==> src/rtl/seq_alu.sv <==
// seq_alu: multi-cycle ALU with a START/BUSY/DONE handshake, an iterative signed
// multiplier (full 2*WIDTH product) and iterative shift/rotate operations.
module seq_alu #(
  parameter  int WIDTH = 8,
  localparam int CNTW  = $clog2(WIDTH) + 1
) (
  input  logic             CLK,
  input  logic             RESET,
  input  logic             START,
  input  logic [2:0]       SELECT,
  input  logic [WIDTH-1:0] DATA1,
  input  logic [WIDTH-1:0] DATA2,
  output logic [WIDTH-1:0] RESULT,
  output logic [WIDTH-1:0] RESULT_HI,
  output logic             BUSY,
  output logic             DONE,
  output logic             ZERO,
  output logic             OVF
);
  localparam logic [2:0] OP_FWD = 3'b000;
  localparam logic [2:0] OP_ADD = 3'b001;
  localparam logic [2:0] OP_AND = 3'b010;
  localparam logic [2:0] OP_OR  = 3'b011;
  localparam logic [2:0] OP_MUL = 3'b100;
  localparam logic [2:0] OP_SLL = 3'b101;
  localparam logic [2:0] OP_SRA = 3'b110;
  localparam logic [2:0] OP_ROR = 3'b111;
  localparam int LOGW = $clog2(WIDTH);
  localparam logic [CNTW-1:0]    CNT_FULL  = CNTW'(WIDTH);
  localparam logic [CNTW-1:0]    CNT_ONE   = CNTW'(1);
  localparam logic [WIDTH-1:0]   W_AS_DATA = WIDTH'(WIDTH);
  localparam logic [WIDTH-1:0]   ONE_W     = WIDTH'(1);
  localparam logic [2*WIDTH-1:0] ONE_2W    = (2*WIDTH)'(1);

  typedef enum logic [1:0] {S_IDLE = 2'd0, S_MUL = 2'd1, S_SHIFT = 2'd2, S_FIN = 2'd3} state_t;

  state_t             state_r;
  logic [CNTW-1:0]    cnt_r;
  logic [2:0]         op_r;
  logic [WIDTH-1:0]   mcand_r;
  logic [WIDTH-1:0]   sh_r;
  logic [2*WIDTH-1:0] acc_r;
  logic               neg_r;

  logic               accept_s;
  logic               is_quick_s;
  logic [WIDTH-1:0]   add_sum_s;
  logic               add_ovf_s;
  logic [WIDTH-1:0]   quick_res_s;
  logic               quick_ovf_s;
  logic [WIDTH-1:0]   abs_a_s;
  logic [WIDTH-1:0]   abs_b_s;
  logic [CNTW-1:0]    sh_cnt_s;
  logic [WIDTH-1:0]   sh_next_s;
  logic [WIDTH:0]     step_sum_s;
  logic [2*WIDTH-1:0] acc_next_s;
  logic [2*WIDTH-1:0] prod_s;

  // Request decode, single-cycle datapath, shift step and multiplier step
  always_comb begin
    accept_s  = START && ((state_r == S_IDLE) || (state_r == S_FIN));
    add_sum_s = DATA1 + DATA2;
    add_ovf_s = (DATA1[WIDTH-1] == DATA2[WIDTH-1]) && (add_sum_s[WIDTH-1] != DATA1[WIDTH-1]);
    abs_a_s   = DATA1[WIDTH-1] ? (~DATA1 + ONE_W) : DATA1;
    abs_b_s   = DATA2[WIDTH-1] ? (~DATA2 + ONE_W) : DATA2;

    if (SELECT == OP_ROR) begin
      sh_cnt_s = CNTW'(DATA2[LOGW-1:0]);
    end else if (DATA2 >= W_AS_DATA) begin
      sh_cnt_s = CNT_FULL;
    end else begin
      sh_cnt_s = DATA2[CNTW-1:0];
    end

    quick_ovf_s = 1'b0;
    case (SELECT)
      OP_FWD:  begin quick_res_s = DATA2;         is_quick_s = 1'b1; end
      OP_ADD:  begin quick_res_s = add_sum_s;     is_quick_s = 1'b1; quick_ovf_s = add_ovf_s; end
      OP_AND:  begin quick_res_s = DATA1 & DATA2; is_quick_s = 1'b1; end
      OP_OR:   begin quick_res_s = DATA1 | DATA2; is_quick_s = 1'b1; end
      OP_MUL:  begin quick_res_s = DATA1;         is_quick_s = 1'b0; end
      default: begin quick_res_s = DATA1;         is_quick_s = (sh_cnt_s == '0); end
    endcase

    case (op_r)
      OP_SLL:  sh_next_s = {sh_r[WIDTH-2:0], 1'b0};
      OP_SRA:  sh_next_s = {sh_r[WIDTH-1], sh_r[WIDTH-1:1]};
      OP_ROR:  sh_next_s = {sh_r[0], sh_r[WIDTH-1:1]};
      default: sh_next_s = sh_r;
    endcase

    // Unsigned shift-add on magnitudes: upper half accumulates, lower half holds the multiplier
    step_sum_s = {1'b0, acc_r[2*WIDTH-1:WIDTH]} + (acc_r[0] ? {1'b0, mcand_r} : '0);
    acc_next_s = {step_sum_s, acc_r[WIDTH-1:1]};
    prod_s     = neg_r ? (~acc_next_s + ONE_2W) : acc_next_s;
  end

  // Operation sequencer and registered outputs
  always_ff @(posedge CLK or negedge RESET) begin
    if (!RESET) begin
      state_r   <= S_IDLE;
      cnt_r     <= '0;
      op_r      <= 3'b000;
      mcand_r   <= '0;
      sh_r      <= '0;
      acc_r     <= '0;
      neg_r     <= 1'b0;
      RESULT    <= '0;
      RESULT_HI <= '0;
      BUSY      <= 1'b0;
      DONE      <= 1'b0;
      ZERO      <= 1'b0;
      OVF       <= 1'b0;
    end else begin
      case (state_r)
        S_IDLE, S_FIN: begin
          if (accept_s) begin
            op_r <= SELECT;
            if (is_quick_s) begin
              RESULT    <= quick_res_s;
              RESULT_HI <= '0;
              ZERO      <= (quick_res_s == '0);
              OVF       <= quick_ovf_s;
              BUSY      <= 1'b0;
              DONE      <= 1'b1;
              state_r   <= S_FIN;
            end else if (SELECT == OP_MUL) begin
              mcand_r <= abs_a_s;
              acc_r   <= {{WIDTH{1'b0}}, abs_b_s};
              neg_r   <= DATA1[WIDTH-1] ^ DATA2[WIDTH-1];
              cnt_r   <= CNT_FULL;
              BUSY    <= 1'b1;
              DONE    <= 1'b0;
              state_r <= S_MUL;
            end else begin
              sh_r    <= DATA1;
              cnt_r   <= sh_cnt_s;
              BUSY    <= 1'b1;
              DONE    <= 1'b0;
              state_r <= S_SHIFT;
            end
          end else begin
            BUSY    <= 1'b0;
            DONE    <= 1'b0;
            state_r <= S_IDLE;
          end
        end
        S_MUL: begin
          acc_r <= acc_next_s;
          cnt_r <= cnt_r - CNT_ONE;
          if (cnt_r == CNT_ONE) begin
            RESULT    <= prod_s[WIDTH-1:0];
            RESULT_HI <= prod_s[2*WIDTH-1:WIDTH];
            ZERO      <= (prod_s[WIDTH-1:0] == '0);
            OVF       <= (prod_s[2*WIDTH-1:WIDTH] != {WIDTH{prod_s[WIDTH-1]}});
            BUSY      <= 1'b0;
            DONE      <= 1'b1;
            state_r   <= S_FIN;
          end else begin
            state_r <= S_MUL;
          end
        end
        S_SHIFT: begin
          sh_r  <= sh_next_s;
          cnt_r <= cnt_r - CNT_ONE;
          if (cnt_r == CNT_ONE) begin
            RESULT    <= sh_next_s;
            RESULT_HI <= '0;
            ZERO      <= (sh_next_s == '0);
            OVF       <= 1'b0;
            BUSY      <= 1'b0;
            DONE      <= 1'b1;
            state_r   <= S_FIN;
          end else begin
            state_r <= S_SHIFT;
          end
        end
        default: begin
          BUSY    <= 1'b0;
          DONE    <= 1'b0;
          state_r <= S_IDLE;
        end
      endcase
    end
  end
endmodule

==> config.mk <==
export PLATFORM = sky130hd
export DESIGN_NAME = seq_alu
export DESIGN_NICKNAME = d
export VERILOG_FILES = /design/src/rtl/seq_alu.sv
export SDC_FILE = /design/constraint.sdc
export NUM_CORES = 1
export LEC_CHECK = 0
export ABC_AREA = 1
export BUFFER_PORTS_ARGS = -buffer_cell sky130_fd_sc_hd__buf_4
export CAP_MARGIN = 30
export CELL_PAD_IN_SITES_DETAIL_PLACEMENT = 0
export CELL_PAD_IN_SITES_GLOBAL_PLACEMENT = 1
export CORE_MARGIN = 5
export CORE_UTILIZATION = 25
export CTS_BUF_LIST = sky130_fd_sc_hd__clkbuf_4
export CTS_CLUSTER_DIAMETER = 50
export DETAILED_ROUTE_END_ITERATION = 7
export HOLD_SLACK_MARGIN = 0.05
export PLACE_DENSITY_LB_ADDON = 0.1
export REMOVE_ABC_BUFFERS = 1
export SLEW_MARGIN = 20
export SYNTH_ARGS = -nofsm -noshare
export SYNTH_HDL_FRONTEND = slang
export SYNTH_SLANG_ARGS = --single-unit
==> constraint.sdc <==
create_clock -name CLK -period 2.5 [get_ports CLK]
set_input_delay 0 -clock CLK [delete_from_list [all_inputs] [get_ports CLK]]
set_output_delay 0 -clock CLK [all_outputs]
set_load 0.02 [all_outputs]
After elaboration in Yosys (flattened, before gate mapping). Cells that the tools add are included.

Output and inout bits: 20. Input bits: 22. Register bits: 62. Word-level logic and storage cells: 125.

Multiplexer cells: 55. Reductions and logical operators: 20. Eq/ne operators: 23. Bitwise logic cells: 7. Magnitude comparators: 1. Add/sub/neg operators: 6.

Operators by type and width (count): $mux 8 (14); $pmux 8 s3 (3); $mux 16 (4); $pmux 16 s2 (1); $pmux 8 s4 (1); $logic_not 8->1 (3); $mux 4 (5); $add 16x1->16 const B (1); $add 8x1->8 const B (2); $not 16->16 (1); $not 8->8 (2); $pmux 8 s2 (1); $reduce_and 4->1 (4); $eq 3x3->1 const B (5); $mux 1 (15); $ne 2x2->1 const B (7); $add 8x8->9 (1); $add 8x8->8 (1); $and 8x8->8 (1); $ge 8x4->1 const B (1); $mux 2 (4); $ne 8x8->1 (1); $or 8x8->8 (1); $pmux 4 s2 (1); other kinds (23) (32).

Longest topological paths before layout.
Word-level depth: 8. Mapped depth: 22. Mapped depth without buffers: 21.

Least setup slack after synthesis. No wires, ideal clock.

Kind: reg2reg. From: register acc_r[0]. To: register OVF. Setup slack: 0.026 ns. Cell stages (with the launch flop): 22. Clock period less this slack: 2.474 ns. Path buffers: 1. Library setup time: 0.122 ns. Data required time: 2.378 ns. Data arrival time: 2.352 ns. Path through: dfrtp_1 > clkbuf_1 > nand2_1 > inv_1 > ha_1 > fa_1 > nor2_1 > nand2_1 > nor2_2 > nand3_2 > nor2_1 > nand2_1 > nor2_1 > nand2_1 > nand2_1 > nand2_1 > nand2_2 > inv_1 > nand2_1 > nand3_1 > nand2_1 > a21oi_2.

Longest elaborated chain between the ends: 8.

RTL lines: start, declared (RTL line 42) `logic [2*WIDTH-1:0] acc_r;`; start signal, assigned (RTL line 129) `acc_r <= {{WIDTH{1'b0}}, abs_b_s};`; start signal, assigned (RTL line 149) `acc_r <= acc_next_s;`; $mux 8 (*) (RTL line 93) `step_sum_s = {1'b0, acc_r[2*WIDTH-1:WIDTH]} + (acc_r[0] ? {1'b0, mcand_r} : '0);`; $add 8x8->9 (*) (RTL line 93); $not 16->16 (RTL line 95) `prod_s = neg_r ? (~acc_next_s + ONE_2W) : acc_next_s;`; $add 16x1->16 (RTL line 95); $mux 16 (*) (RTL line 95); $ne 8x8->1 (*) (RTL line 155) `OVF <= (prod_s[2*WIDTH-1:WIDTH] != {WIDTH{prod_s[WIDTH-1]}});`; $mux 1 (*) (RTL line 151) `if (cnt_r == CNT_ONE) begin`; $pmux 1 s3 (*) (RTL line 115) `case (state_r)`; end signal, assigned (RTL line 123) `OVF <= quick_ovf_s;`; end signal, assigned (RTL line 155); end, declared (RTL line 18) `output logic OVF`.

Every way passes the cells marked *; elsewhere a longest branch is shown, timed or not. The select of a mux whose other input is x is not followed. A chain may end at the register's enable or synchronous reset.

Worst setup path after layout. Same ends and word-level chain as after synthesis.

==> results.sh <==
export IMPL_yosysWarnings=0
export IMPL_gp_congestion=0.829
export IMPL_antenna_found_initial=1
export IMPL_drv_cap=0
export IMPL_postRouteAntennaNets=0
export IMPL_crit_arrival_ns=2.79
export IMPL_cts_sinks=62
export IMPL_drv_slew=0
export IMPL_power_leakage_nw=3.09
export IMPL_synthCells=708
export IMPL_grt_max_degree=63
export IMPL_synth_commonest_cells="nand2_1, inv_1, o21ai_0"
export IMPL_grt_pass1_wl_um=28000
export IMPL_tightest_slew_ns=0.582
export IMPL_whs_ns=0.125
export IMPL_hold_class="in -> reg"
export IMPL_r2r_cells=20
export IMPL_crit_required_ns=2.83
export IMPL_core_um2=19500
export IMPL_synth_edf_count=0
export IMPL_areaGrowthSynthToFinish_pct=24.7
export IMPL_die_area_um2=22800
export IMPL_vdd_drop_max_mv=0.531
export IMPL_cp_num_cells=20
export IMPL_post_synth_main_area_contributors="dfrtp_1, nand2_1, ha_1"
export IMPL_place_worst_setup_slack_ns=-0.0553
export IMPL_routedWlPerCell_um=16.3
export IMPL_cp_start_kind="flop"
export IMPL_slew_headroom_pct=60.8
export IMPL_crit_top_cell="nand2_1"
export IMPL_crit_slowest_cell="fa_2"
export IMPL_critPathBufInv=2
export IMPL_netSwitchingPower_mw=3.64
export IMPL_finalCritPeriodShare_pct=98.3
export IMPL_clock_path_buffers=2
export IMPL_netlist_area_um2=4970
export IMPL_synth_top_family_by_area="simple AND/OR/NAND/NOR gates"
export IMPL_outcome="complete, no violations"
export IMPL_clk_latency_ns=0.44
export IMPL_ys_seq_area_share_pct=31.2
export IMPL_drive_gt1_share_pct=17.4
export IMPL_end_kind="flop"
export IMPL_grt_usage_pct=16.1
export IMPL_min_period_ns=2.46
export IMPL_critPathKind="reg -> reg"
export IMPL_setup_ws_ns=0.0413
export IMPL_synth_top_area_cell="dfrtp_1"
export IMPL_cts_htree_levels=3
export IMPL_cp_startpoint="acc_r[0]"
export IMPL_synthSimpleGateAreaFrac_pct=26.9
export IMPL_io_buffer_count=41
export IMPL_clock_skew_final_ns=0.0191
export IMPL_p_clk_share_pct=10.2
export IMPL_p_comb_share_pct=65.5
export IMPL_cts_tree="built"
export IMPL_rsz0062_at_grt="true"
export IMPL_synth_seq_cells=62
export IMPL_root_buffer="clkbuf_4"
export IMPL_start_util_pct=25.5
export IMPL_share_seq_of_total_power_pct=24.3
export IMPL_crit_chain="nand2_1 > inv_2 > ha_4 > fa_2 > nor2_1 > nand2_1 > nor2_2 > nand3_2 > nor2_2 > nand2_1 > nor2_1 > nand2_1 > nand2_1 > nand2_1 > nand2_2 > inv_1 > nand2_1 > nand3_2 > nand2_2 > a21oi_2"
export IMPL_grt_busiest_layer="met2"
export IMPL_drt_total_wl_um=17500
export IMPL_place_hpwl_um=13900
export IMPL_synth_compound_area_share_pct=19.9
export IMPL_grt_overflow_total=0
export IMPL_netlist_area_leader_share_pct=31.2
export IMPL_synthXorXnorAreaFrac_pct=3.32
export IMPL_async_flop_share_pct=100
export IMPL_drt_iter0_drc=243
export IMPL_clkTransAtPathRegs_ns=0.11
export IMPL_use_met2_pct=27.9
export IMPL_yosysMostFrequentCell="nand2_1"
export IMPL_chipWidth_um=151
export IMPL_synth_avg_cell_area_um2=7.02
export IMPL_numCtsBuffers=9
export IMPL_grt_pass1_vias=4991
export IMPL_switching_share_pct=50.9
export IMPL_critical_path_max_stage_delay_ns=0.44
export IMPL_vias=4917
export IMPL_regToRegEndpoint="OVF"
export IMPL_synth_cell_types=50
export IMPL_grt_util_met1_pct=20.0
export IMPL_ys_flop_type="dfrtp_1"
export IMPL_p_per_area_nw_per_um2=1150
export IMPL_grtUsageMet3_pct=2.63
export IMPL_crit_fanout=3
export IMPL_num_rows=51
export IMPL_timing_fmax_ghz=0.407
export IMPL_cp_top_family="simple AND/OR/NAND/NOR gates"
export IMPL_drc_errors=0
export IMPL_synthAdderAreaFrac_pct=8.86
export IMPL_final_nets=855
export IMPL_setup_violations=0
export IMPL_via_per_inst=4.60
export IMPL_p_int_mw=3.51
export IMPL_r2r_start="acc_r[0]"
export IMPL_ios=42
export IMPL_muxShareOfSynthArea_pct=0
export IMPL_endpoint="OVF"
export IMPL_r2r_slack_ns=0.04
export IMPL_hold_viol_final=0
export IMPL_die_y_um=151
export IMPL_firstDrtPassIters=4
-- routing by layer --
| metal | vias to the layer above | share of wire [%] |
|---|---|---|
| met1 | 2306 | 45 |
| met4 | 0 | 2.7 |
| li1 | 2521 | - |
| met5 | - | 0 |
| met2 | 68 | 49 |
| met3 | 22 | 2.6 |
-- flip-flops by register name, summed over array words and instances (netlist names) --
name	count
RESULT	8
cnt_r	4
BUSY	1
sh_r	8
state_r	2
acc_r	16
mcand_r	8
neg_r	1
RESULT_HI	8
op_r	3
DONE	1
OVF	1
ZERO	1
-- logic make-up (layout without fill, tap and decap cells) --
kind of cell / after synthesis / after routing
adder cells (fa/ha/maj): 34 / 34
other: 0 / 1
AO/OA/AOI/OAI: 161 / 161
XOR/XNOR: 18 / 18
buffers and inverters: 119 / 215
AND/OR/NAND/NOR: 314 / 314
flip-flops: 62 / 62
-- area by class of cell --
class | instances | area [µm²]
Fill cell | 2183 | 13300
Multi-Input combinational cell | 527 | 2990
Tap cell | 265 | 332
Timing Repair Buffer | 96 | 796
Clock buffer | 11 | 82.6
Sequential cell | 62 | 1550
Clock inverter | 5 | 50.0
Inverter | 103 | 389
Antenna cell | 1 | 2.50
-- placed cells by master (no fill, tap or decap), drive strengths merged, types with 4 or more instances in the layout --
cell	count
o221ai	10
ha	32
o211ai	7
o22ai	9
nand3	47
clkbuf	11
clkinv	4
nor3	7
nand4	4
inv	102
xor2	18
nor2	57
buf	74
nand2	191
or2	4
dlygate4sd3	22
dfrtp	62
a31oi	5
a21oi	34
o21ai	83
-- power groups by stage --
stage                     clock (mW)  sequential (mW)  combinational (mW)
after global placement             0             1.75                4.59
after CTS                      0.778             1.73                4.67
after floorplan                    0             1.81                2.77
after global routing           0.813             1.80                5.33
after detailed placement           0             1.75                4.57
final                          0.732             1.74                4.69
-- worst min path at each step --
| stage | to | slack [ns] | startpoint | cells past startpoint |
|---|---|---|---|---|
| floorplan | BUSY | -0.30 | RESET | 0 |
| global placement | acc_r[12] | 0.19 | RESET | 1 |
| detailed placement | mcand_r[2] | 0.17 | RESET | 1 |
| CTS | cnt_r[1] | 0.09 | DATA2[1] | 5 |
| global route | mcand_r[3] | 0.14 | DATA1[3] | 5 |
| finish | cnt_r[1] | 0.13 | DATA2[1] | 5 |
-- worst register-to-register path: cells and delay by family, from the launching register on --
family,cells,cell delay [ns]
adder cells (fa/ha/maj),2,0.59
buffers and inverters,2,0.08
AND/OR/NAND/NOR,15,1.23
flip-flops,1,0.40
AO/OA/AOI/OAI,1,0.04
-- per-stage QoR --
stage / cell area (µm²) / setup TNS [ns] / power, mW / utilization (%) / instances
floorplan: 4870 / 0 / 4.58 / - / 692
global placement: 5710 / -0.00287 / 6.34 / 29.2 / 1025
detailed placement: 5710 / -0.0553 / 6.32 / 29.2 / 1025
CTS: 6070 / -0.0226 / 7.18 / 31.1 / 1064
global route: 6200 / -0.248 / 7.94 / 31.7 / 1070
finish: 6200 / 0 / 7.15 / 31.7 / 1070
-- what timing repair did --
action,in CTS,in global routing
endpoints found under the hold margin,85,10
setup buffers,2,3
hold buffers,21,1
gates resized for setup,1,15
endpoints found under the setup margin,1,6
pin swaps,1,7
No activity file was read; power rests on OpenSTA's default activity.
